[src/rtl/adsr_envelope_bank.sv]
// Bank of independent linear ADSR envelope generators sharing one set of
// attack/decay/sustain/release parameters. Levels advance only on tick_i.
// Port names carry _i/_o suffixes ("release" alone is a reserved word).

// One envelope channel: state machine plus level register.
module adsr_voice #(
  parameter int LEVEL_WIDTH = 16,
  parameter int STEP_WIDTH  = 8,
  parameter logic [LEVEL_WIDTH-1:0] CEILING = 16'hffff
) (
  input  logic                   clock_i,
  input  logic                   reset_i,
  input  logic                   tick_i,
  input  logic                   note_on_i,
  input  logic                   note_off_i,
  input  logic [STEP_WIDTH-1:0]  step_a_i,
  input  logic [STEP_WIDTH-1:0]  step_d_i,
  input  logic [STEP_WIDTH-1:0]  step_r_i,
  input  logic [LEVEL_WIDTH-1:0] sus_i,
  output logic [LEVEL_WIDTH-1:0] level_o,
  output logic                   active_o
);
  typedef enum logic [2:0] {IDLE, ATTACK, DECAY, SUSTAIN, RELEASE} state_t;
  typedef logic [LEVEL_WIDTH:0] ext_t;

  state_t                 state_q, state_d;
  logic [LEVEL_WIDTH-1:0] level_q, level_d;
  logic                   active_q;

  // One extra bit of headroom so no comparison or sum can wrap.
  ext_t lvl_x, att_sum, dec_thr, step_d_x, step_r_x;
  assign lvl_x    = {1'b0, level_q};
  assign att_sum  = lvl_x + ext_t'(step_a_i);
  assign dec_thr  = {1'b0, sus_i} + ext_t'(step_d_i);
  assign step_d_x = ext_t'(step_d_i);
  assign step_r_x = ext_t'(step_r_i);

  // Next state/level: events update state only and swallow a coincident tick.
  always_comb begin
    state_d = state_q;
    level_d = level_q;
    if (note_on_i) begin
      state_d = ATTACK;
    end else if (note_off_i) begin
      if (state_q inside {ATTACK, DECAY, SUSTAIN}) state_d = RELEASE;
    end else if (tick_i) begin
      case (state_q)
        IDLE: level_d = '0;
        ATTACK: begin
          if (att_sum >= {1'b0, CEILING}) begin
            level_d = CEILING;
            state_d = DECAY;
          end else begin
            level_d = att_sum[LEVEL_WIDTH-1:0];
          end
        end
        DECAY: begin
          if (lvl_x <= dec_thr) begin
            level_d = sus_i;
            state_d = SUSTAIN;
          end else begin
            level_d = level_q - step_d_x[LEVEL_WIDTH-1:0];
          end
        end
        SUSTAIN: level_d = sus_i;
        RELEASE: begin
          if (lvl_x <= step_r_x) begin
            level_d = '0;
            state_d = IDLE;
          end else begin
            level_d = level_q - step_r_x[LEVEL_WIDTH-1:0];
          end
        end
        default: begin
          level_d = '0;
          state_d = IDLE;
        end
      endcase
    end
  end

  // State, level and active flag register together so active tracks state.
  always_ff @(posedge clock_i) begin
    if (reset_i) begin
      state_q  <= IDLE;
      level_q  <= '0;
      active_q <= 1'b0;
    end else begin
      state_q  <= state_d;
      level_q  <= level_d;
      active_q <= (state_d != IDLE);
    end
  end

  assign level_o  = level_q;
  assign active_o = active_q;
endmodule

module adsr_envelope_bank #(
  parameter int VOICES      = 4,
  parameter int LEVEL_WIDTH = 16,
  parameter int PARAM_WIDTH = 7,
  parameter logic [LEVEL_WIDTH-1:0] CEILING = 16'hffff
) (
  input  logic                          clock_i,
  input  logic                          reset_i,
  input  logic                          tick_i,
  input  logic [VOICES-1:0]             note_on_i,
  input  logic [VOICES-1:0]             note_off_i,
  input  logic [PARAM_WIDTH-1:0]        attack_i,
  input  logic [PARAM_WIDTH-1:0]        decay_i,
  input  logic [PARAM_WIDTH-1:0]        sustain_i,
  input  logic [PARAM_WIDTH-1:0]        release_i,
  output logic [VOICES*LEVEL_WIDTH-1:0] level_o,
  output logic [VOICES-1:0]             active_o
);
  localparam int SW = PARAM_WIDTH + 1;
  localparam logic [SW-1:0] FULL = SW'(1) << PARAM_WIDTH;

  // Larger parameter means longer time: step = 2^PARAM_WIDTH - p (128..1).
  logic [SW-1:0]          step_a, step_d, step_r;
  logic [LEVEL_WIDTH-1:0] sus_lvl;
  assign step_a  = FULL - {1'b0, attack_i};
  assign step_d  = FULL - {1'b0, decay_i};
  assign step_r  = FULL - {1'b0, release_i};
  // Bit replication maps 0..127 onto 0..ffff with both endpoints exact.
  assign sus_lvl = {sustain_i, sustain_i, sustain_i[PARAM_WIDTH-1 -: 2]};

  for (genvar v = 0; v < VOICES; v++) begin : g_voice
    adsr_voice #(
      .LEVEL_WIDTH (LEVEL_WIDTH),
      .STEP_WIDTH  (SW),
      .CEILING     (CEILING)
    ) u_voice (
      .clock_i    (clock_i),
      .reset_i    (reset_i),
      .tick_i     (tick_i),
      .note_on_i  (note_on_i[v]),
      .note_off_i (note_off_i[v]),
      .step_a_i   (step_a),
      .step_d_i   (step_d),
      .step_r_i   (step_r),
      .sus_i      (sus_lvl),
      .level_o    (level_o[v*LEVEL_WIDTH +: LEVEL_WIDTH]),
      .active_o   (active_o[v])
    );
  end
endmodule

[config.mk]
export PLATFORM = sky130hd
export DESIGN_NAME = adsr_envelope_bank
export DESIGN_NICKNAME = d
export VERILOG_FILES = /design/src/rtl/adsr_envelope_bank.sv
export SDC_FILE = /design/constraint.sdc
export NUM_CORES = 1
export LEC_CHECK = 0
export BUFFER_PORTS_ARGS = -buffer_cell sky130_fd_sc_hd__clkbuf_2
export CELL_PAD_IN_SITES_DETAIL_PLACEMENT = 2
export CELL_PAD_IN_SITES_GLOBAL_PLACEMENT = 2
export CORE_ASPECT_RATIO = 0.75
export CORE_MARGIN = 4
export CORE_UTILIZATION = 37
export CTS_CLUSTER_DIAMETER = 80
export CTS_CLUSTER_SIZE = 24
export DETAILED_ROUTE_END_ITERATION = 10
export GPL_TIMING_DRIVEN = 1
export PLACE_DENSITY_LB_ADDON = 0.15
export SLEW_MARGIN = 20
export SYNTH_ARGS = -nofsm -noshare
export SYNTH_HDL_FRONTEND = slang
export SYNTH_SLANG_ARGS = --single-unit
[constraint.sdc]
create_clock -name clock_i -period 8.5 [get_ports clock_i]
set_input_delay 1.7 -clock clock_i [delete_from_list [all_inputs] [get_ports clock_i]]
set_output_delay 1.7 -clock clock_i [all_outputs]
set_load 0.01 [all_outputs]
# After elaboration in Yosys (flattened, before gate mapping)
# Index checks and enable logic that the tools add are counted.
[classes] add_sub_neg=16 magnitude_cmp=12 n_eq_ne=16 mux=48 n_bitwise=8 n_reduce_logical=20
[ops] op="one-hot mux 16 bit (4 select lines)" n=4
[ops] op="two-way mux 16 bit" n=12
[ops] op="subtractor 16 x 8 -> 16 bit" n=8
[ops] op="adder 16 x 8 -> 17 bit" n=5
[ops] op="two-way mux 3 bit" n=28
[ops] op="greater-or-equal comparator 17 x 16 -> 1 bit (second input constant)" n=4
[ops] op="<= comparator 16 x 17 -> 1 bit" n=4
[ops] op="<= comparator 16 x 8 -> 1 bit" n=4
[ops] op="one-hot mux 3 bit (4 select lines)" n=4
[ops] op="== test 3 x 2 -> 1 bit (second input constant)" n=8
[ops] op="nonzero test 3 bit" n=8
[ops] op="subtractor 8 x 7 -> 8 bit (first input constant)" n=3
[ops] op="== test 3 x 1 -> 1 bit (second input constant)" n=4
[ops] op="== test 3 bit (second input constant)" n=4
[ops] op="logical NOT 3 bit" n=4
[ops] op="AND reduction 3 bit" n=4
[ops] op="NOT 1 bit" n=8
[ops] op="OR reduction 2 bit" n=4
[totals] ff_bits=80 inputBits=39 out_inout_bits=68 word_cells=132

# Logic depth before layout (Yosys ltp)
[logic_depth] ltp_word=9 mapped_depth=24 mapped_depth_nobuf=21

# Cells and area by module
# From an unflattened synthesis, not the netlist that was laid out.
[unflattened] hier_cells=2099 hier_area_um2=15588.7
[by_module_without_submodules] mod="adsr_voice (g_voice[1].u_voice ...)" n_inst=2 cells_per_inst=502 area_each_um2=3757.4 seq_area_each_um2=400.4
[by_module_without_submodules] mod="adsr_voice (g_voice[0].u_voice)" n_inst=1 cells_per_inst=553 area_each_um2=4012.6 seq_area_each_um2=400.4
[by_module_without_submodules] mod="adsr_voice (g_voice[3].u_voice)" n_inst=1 cells_per_inst=498 area_each_um2=3739.8 seq_area_each_um2=400.4
[by_module_without_submodules] mod="adsr_envelope_bank" n_inst=1 cells_per_inst=44 area_each_um2=321.6 seq_area_each_um2=0.0

# Least setup slack after synthesis
# No wires, ideal clock.
[synth_timing] path_type="input port to flip-flop" start="input port decay_i[0]" end="register g_voice[2].u_voice.level_q[13]" setup_ps=125 t_arrival_ps=5759 slack_ps=2616 path_stages=18 n_path_buf=2 path_cell_list="inv_1 > ha_1 > fa_1 > a211oi_2 > o21ai_0 > a21o_1 > a21oi_1 > xnor2_1 > ha_1 > a21o_1 > a221o_1 > maj3_1 > a21oi_1 > a211o_1 > buf_2 > buf_4 > nor3_1 > o41a_1"
[synth_via] elab_chain_len=5 word_cells_on_any_way=6 cone_classes="3 x add/sub; 1 x order compare; 2 x mux"
[synth_lines] item="start, declared" line="111" rtl="input logic [PARAM_WIDTH-1:0] decay_i,"
[synth_lines] item="subtractor 8 x 7 -> 8 bit *" line="124" rtl="assign step_d = FULL - {1'b0, decay_i};"
[synth_lines] item="adder 16 x 8 -> 17 bit" line="34" rtl="assign dec_thr = {1'b0, sus_i} + ext_t'(step_d_i);"
[synth_lines] item="<= comparator 16 x 17 -> 1 bit" line="58" rtl="if (lvl_x <= dec_thr) begin"
[synth_lines] item="two-way mux 16 bit *" line="58"
[synth_lines] item="one-hot mux 16 bit (4 select lines) *" line="47" rtl="case (state_q)"
[synth_lines] item="end signal, assigned" line="90" rtl="level_q <= level_d;"
[synth_lines] item="end, declared" line="27" rtl="logic [LEVEL_WIDTH-1:0] level_q, level_d;"
# Mark *: on every way between the ends. The rest lies on a longest branch, timed or not.
# A chain may end at the register's enable or synchronous reset.

# Worst setup path in the final report
[layout_timing] start="input port decay_i[0]" end="register g_voice[1].u_voice.level_q[7]"
[layout_via] elab_chain_len=5 word_cells_on_any_way=6 cone_classes="3 x add/sub; 1 x order compare; 2 x mux"
[layout_lines] item="subtractor 8 x 7 -> 8 bit *" line="124"
[layout_lines] item="adder 16 x 8 -> 17 bit" line="34"
[layout_lines] item="<= comparator 16 x 17 -> 1 bit" line="58"
[layout_lines] item="two-way mux 16 bit *" line="58"
[layout_lines] item="one-hot mux 16 bit (4 select lines) *" line="47"
[layout_lines] item="end signal, assigned" line="90"
[layout_lines] item="end, declared" line="27"
# Marked as above.

==> summary.md <==
| Metric | Value |
|---|---|
| Run status | finished, final reports clean |
| Drt pass-1 iters | 8 |
| Largest net degree at the start of global routing | 42 |
| DRC viols | 0 |
| Crit path capture type | register |
| Layout cells sized above 1 | under 10% |
| GRT met3 Usage | ~8.3% |
| CTS Sinks | 80 |
| Max rail drop VDD | ~0.099 mV |
| Layout area overhead | 9.02% |
| Syn Area/Cell | slightly above 7 um2 |
| Worst-case clock buffer depth | 2 |
| Leak Pwr | 6.16 nW |
| Total Routing Usage GR | around 34% |
| Ys flop type | dfxtp_1 |
| First-pass GRT wire length | 108000 um |
| Mapped Cells | approximately 1900 |
| Async SR Flop Fraction | 0% |
| Die Ht | 177 um |
| Die area | roughly 41000 um2 |
| Worst Hold Depth | 2 |
| Clock root buffer | clkbuf_16 |
| Most frequent cells in the layout | nand2_1, a21oi_1, ha_1, nor2_1, o21ai_0 |
| Register area share after synthesis | 11.4% |
| Final net count | 2206 |
| Met2 GRT Util | 52.0% |
| Synthesized cell area | 14000 um2 |
| Final hold slack | 0.644 ns |
| Final min period | 7.40 ns |
| CTS tree | built |
| Max cap viols | 0 |
| Clock Latency Late Sink | 0.37 ns |
| DRT antenna net count | 0 |
| Worst hold start | g_voice[3].u_voice.level_o[0] |
| Crit-path max FO | 16 |
| Critical path required time | about 8.7 ns |
| Hpwl dp | 54600 um |
| Placer Congestion | 0.926 |
| Post-cts repair resize count | 0 |
| Slew Limit Fails | 0 |
| Hold/Removal Path Class | register to register |
| Post-CTS Hold Fix Bufs | 0 |
| Slew @ Worst Pin | 1.22 ns |
| WP data arrival | 7.62 ns |
| Setup crit start kind | primary input |
| Fin util | about two fifths |
| Vias in the first global route | 17400 |
| Fin. Hold Viols | 0 |
| Core Region | 37200 um2 |
| Met1 Usage GRT | 46.8% |
| Worst-path clk slew | about 0.060 ns |
| FILL cells | approximately 4600 |
| Starting density of the core | a little under two fifths |
| GRT overflow | 0 |
| PortBufs | roughly 110 |
| Reg2reg start | g_voice[3].u_voice.level_o[1] |
| RR Endpoint | g_voice[3].u_voice.level_o[13] |
| EDFF count, synth | 0 |
| Die span in x | 233 um |
| Relative slew slack | a little under a fifth |
| Max Freq | between 100 and 150 MHz |
| Vias | 16800 |
| Initial antenna violation count | 4 |
| Routed vias/inst | just under 7 |
| Fin Setup TNS | 0 ns |
| Leading cell type in the layout, fill and taps excluded | nand2_1 |
| Iteration-0 DRC Markers | 1681 |
| Worst reg-to-reg path cell count | 11 |
| Synth unique cells | between 80 and 90 |
| Fin crit share | 87.0% |
| Drt wl/cell | around 29 um |
| GRT Max-Usage Layer | met2 |
| Worst Skew | 0.00659 ns |
| Number of synthesized register bits | 80 |
| H-tree levels | 3 |
| Synthesis warning total | 0 |
| Mapped Nets | 2166 |
| Hold Path Sink | g_voice[3].u_voice.level_o[0] |
| CTS Buf Count | 9 |
| Unrepaired setup endpoints after global routing | false |
| Setup CP Type | primary input to register |
| Total Routed Length | 71800 um |
| # setup viols final | 0 |
| PD cells | 85.9 nW/um2 |
| Reg2Reg Setup Slack | 4.02 ns |
| Floorplan row count | 61 |
| # Post-CTS Setup Buffers | 0 |
| I/O pins | 107 |
==> synthesized netlist by cell type (11+ instances only) <==
| master | n | area [um2] |
|---|---|---|
| xnor2_1 | 70 | 613 |
| o31a_1 | 18 | 158 |
| nand3_1 | 42 | 210 |
| a211o_1 | 16 | 140 |
| a21boi_0 | 13 | 97.6 |
| ha_1 | 165 | 2060 |
| a221oi_1 | 17 | 149 |
| nand4_1 | 32 | 200 |
| o31ai_1 | 12 | 90.1 |
| o21a_1 | 35 | 263 |
| and2_1 | 13 | 81.3 |
| or3_1 | 26 | 163 |
| a31oi_1 | 30 | 188 |
| mux2i_1 | 11 | 110 |
| nor4_1 | 21 | 131 |
| o21ai_1 | 11 | 55.1 |
| and3_1 | 21 | 131 |
| nor2b_1 | 37 | 231 |
| dfxtp_1 | 80 | 1600 |
| fa_1 | 13 | 260 |
| inv_1 | 68 | 255 |
| or2_2 | 20 | 125 |
| o21ai_0 | 120 | 601 |
| nor2_1 | 146 | 548 |
| nand2b_1 | 29 | 181 |
| clkbuf_1 | 79 | 297 |
| o211ai_1 | 30 | 225 |
| a311oi_1 | 26 | 228 |
| xor2_1 | 42 | 368 |
| o2111ai_1 | 11 | 96.3 |
| a21oi_1 | 167 | 836 |
| nor3_1 | 79 | 395 |
| a211oi_1 | 42 | 315 |
| nand2_1 | 174 | 653 |
| a21o_1 | 36 | 270 |
| a22oi_1 | 11 | 82.6 |
==> per-stage QoR <==
stage                     power, mW  worst slack [ns]  instance area (um2)  cells
after floorplan               0.684              2.62                14000   1949
after global placement        0.846              1.23                15000   2482
after detailed placement      0.866             0.841                15000   2482
after CTS                      1.30              1.22                15300   2497
after global routing           1.37             0.795                15300   2497
final                          1.32              1.10                15300   2499
==> layer usage <==
| metal | up-vias | part of all wire (%) |
|---|---|---|
| li1 | 7516 | - |
| met1 | 8539 | 46 |
| met2 | 613 | 43 |
| met5 | - | 0.079 |
| met4 | 8 | 3.2 |
| met3 | 134 | 8.3 |
==> worst max-delay path by stage <==
stage / startpoint / endpoint / slack [ns] / cells past startpoint
2_1_floorplan: decay_i[0] / g_voice[2].u_voice.level_o[13] / 2.62 / 18
3_3_place_gp: decay_i[3] / g_voice[3].u_voice.level_o[3] / 1.23 / 21
3_5_place_dp: decay_i[0] / g_voice[1].u_voice.level_o[7] / 0.84 / 19
4_1_cts: decay_i[0] / g_voice[1].u_voice.level_o[7] / 1.22 / 19
5_1_grt: decay_i[3] / g_voice[1].u_voice.level_o[7] / 0.80 / 20
6_report: decay_i[0] / g_voice[1].u_voice.level_o[7] / 1.10 / 19
==> critical path, stage by stage <==
cell and delay, ns:
clkbuf_2 0.30, inv_1 0.11, nand3_1 0.14, or3_1 0.45
inv_1 0.09, ha_1 0.44, nand4_1 0.20, nor4_2 0.36
nor3_1 0.13, nand2b_1 0.19, o21ai_0 0.82, ha_1 0.40
and3_1 0.19, nand3_1 0.12, o221ai_1 0.15, a21oi_1 0.53
or3_1 0.67, a211oi_1 0.16, a2111oi_0 0.46
==> logic make-up after synthesis <==
kind of cell / synth area share, %
simple gates: 24.9
buf+inv: 4.83
fa+ha+maj: 16.6
compound gates: 34.3
xor+xnor: 7.10
flops: 11.4
mux: 0.784
==> area by class of cell <==
cell class | instances | area, um2 | area share (%)
clock inverters | 4 | 70.1 | 0.458
repair buffers | 130 | 711 | 4.64
flip-flops and latches | 80 | 1600 | 10.5
clock buffers | 11 | 233 | 1.52
diodes | 2 | 5.00 | 0.0327
inverters | 68 | 255 | 1.67
well taps | 504 | 631 | 4.12
multi-input cells | 1700 | 11800 | 77.1
==> registers in the layout, summed over array words and instances, names as in the netlist <==
register,flops
g_voice.u_voice.level_o,64
g_voice.u_voice.state_q,12
g_voice.u_voice.active_o,4
==> power by group <==
part	switching, mW	leakage [nW]	internal [mW]
clock	0.184	0.149	0.255
sequential	0.00825	0.647	0.379
combinational	0.330	5.36	0.159
total	0.522	6.16	0.793
(Power assumes the default switching activity.)
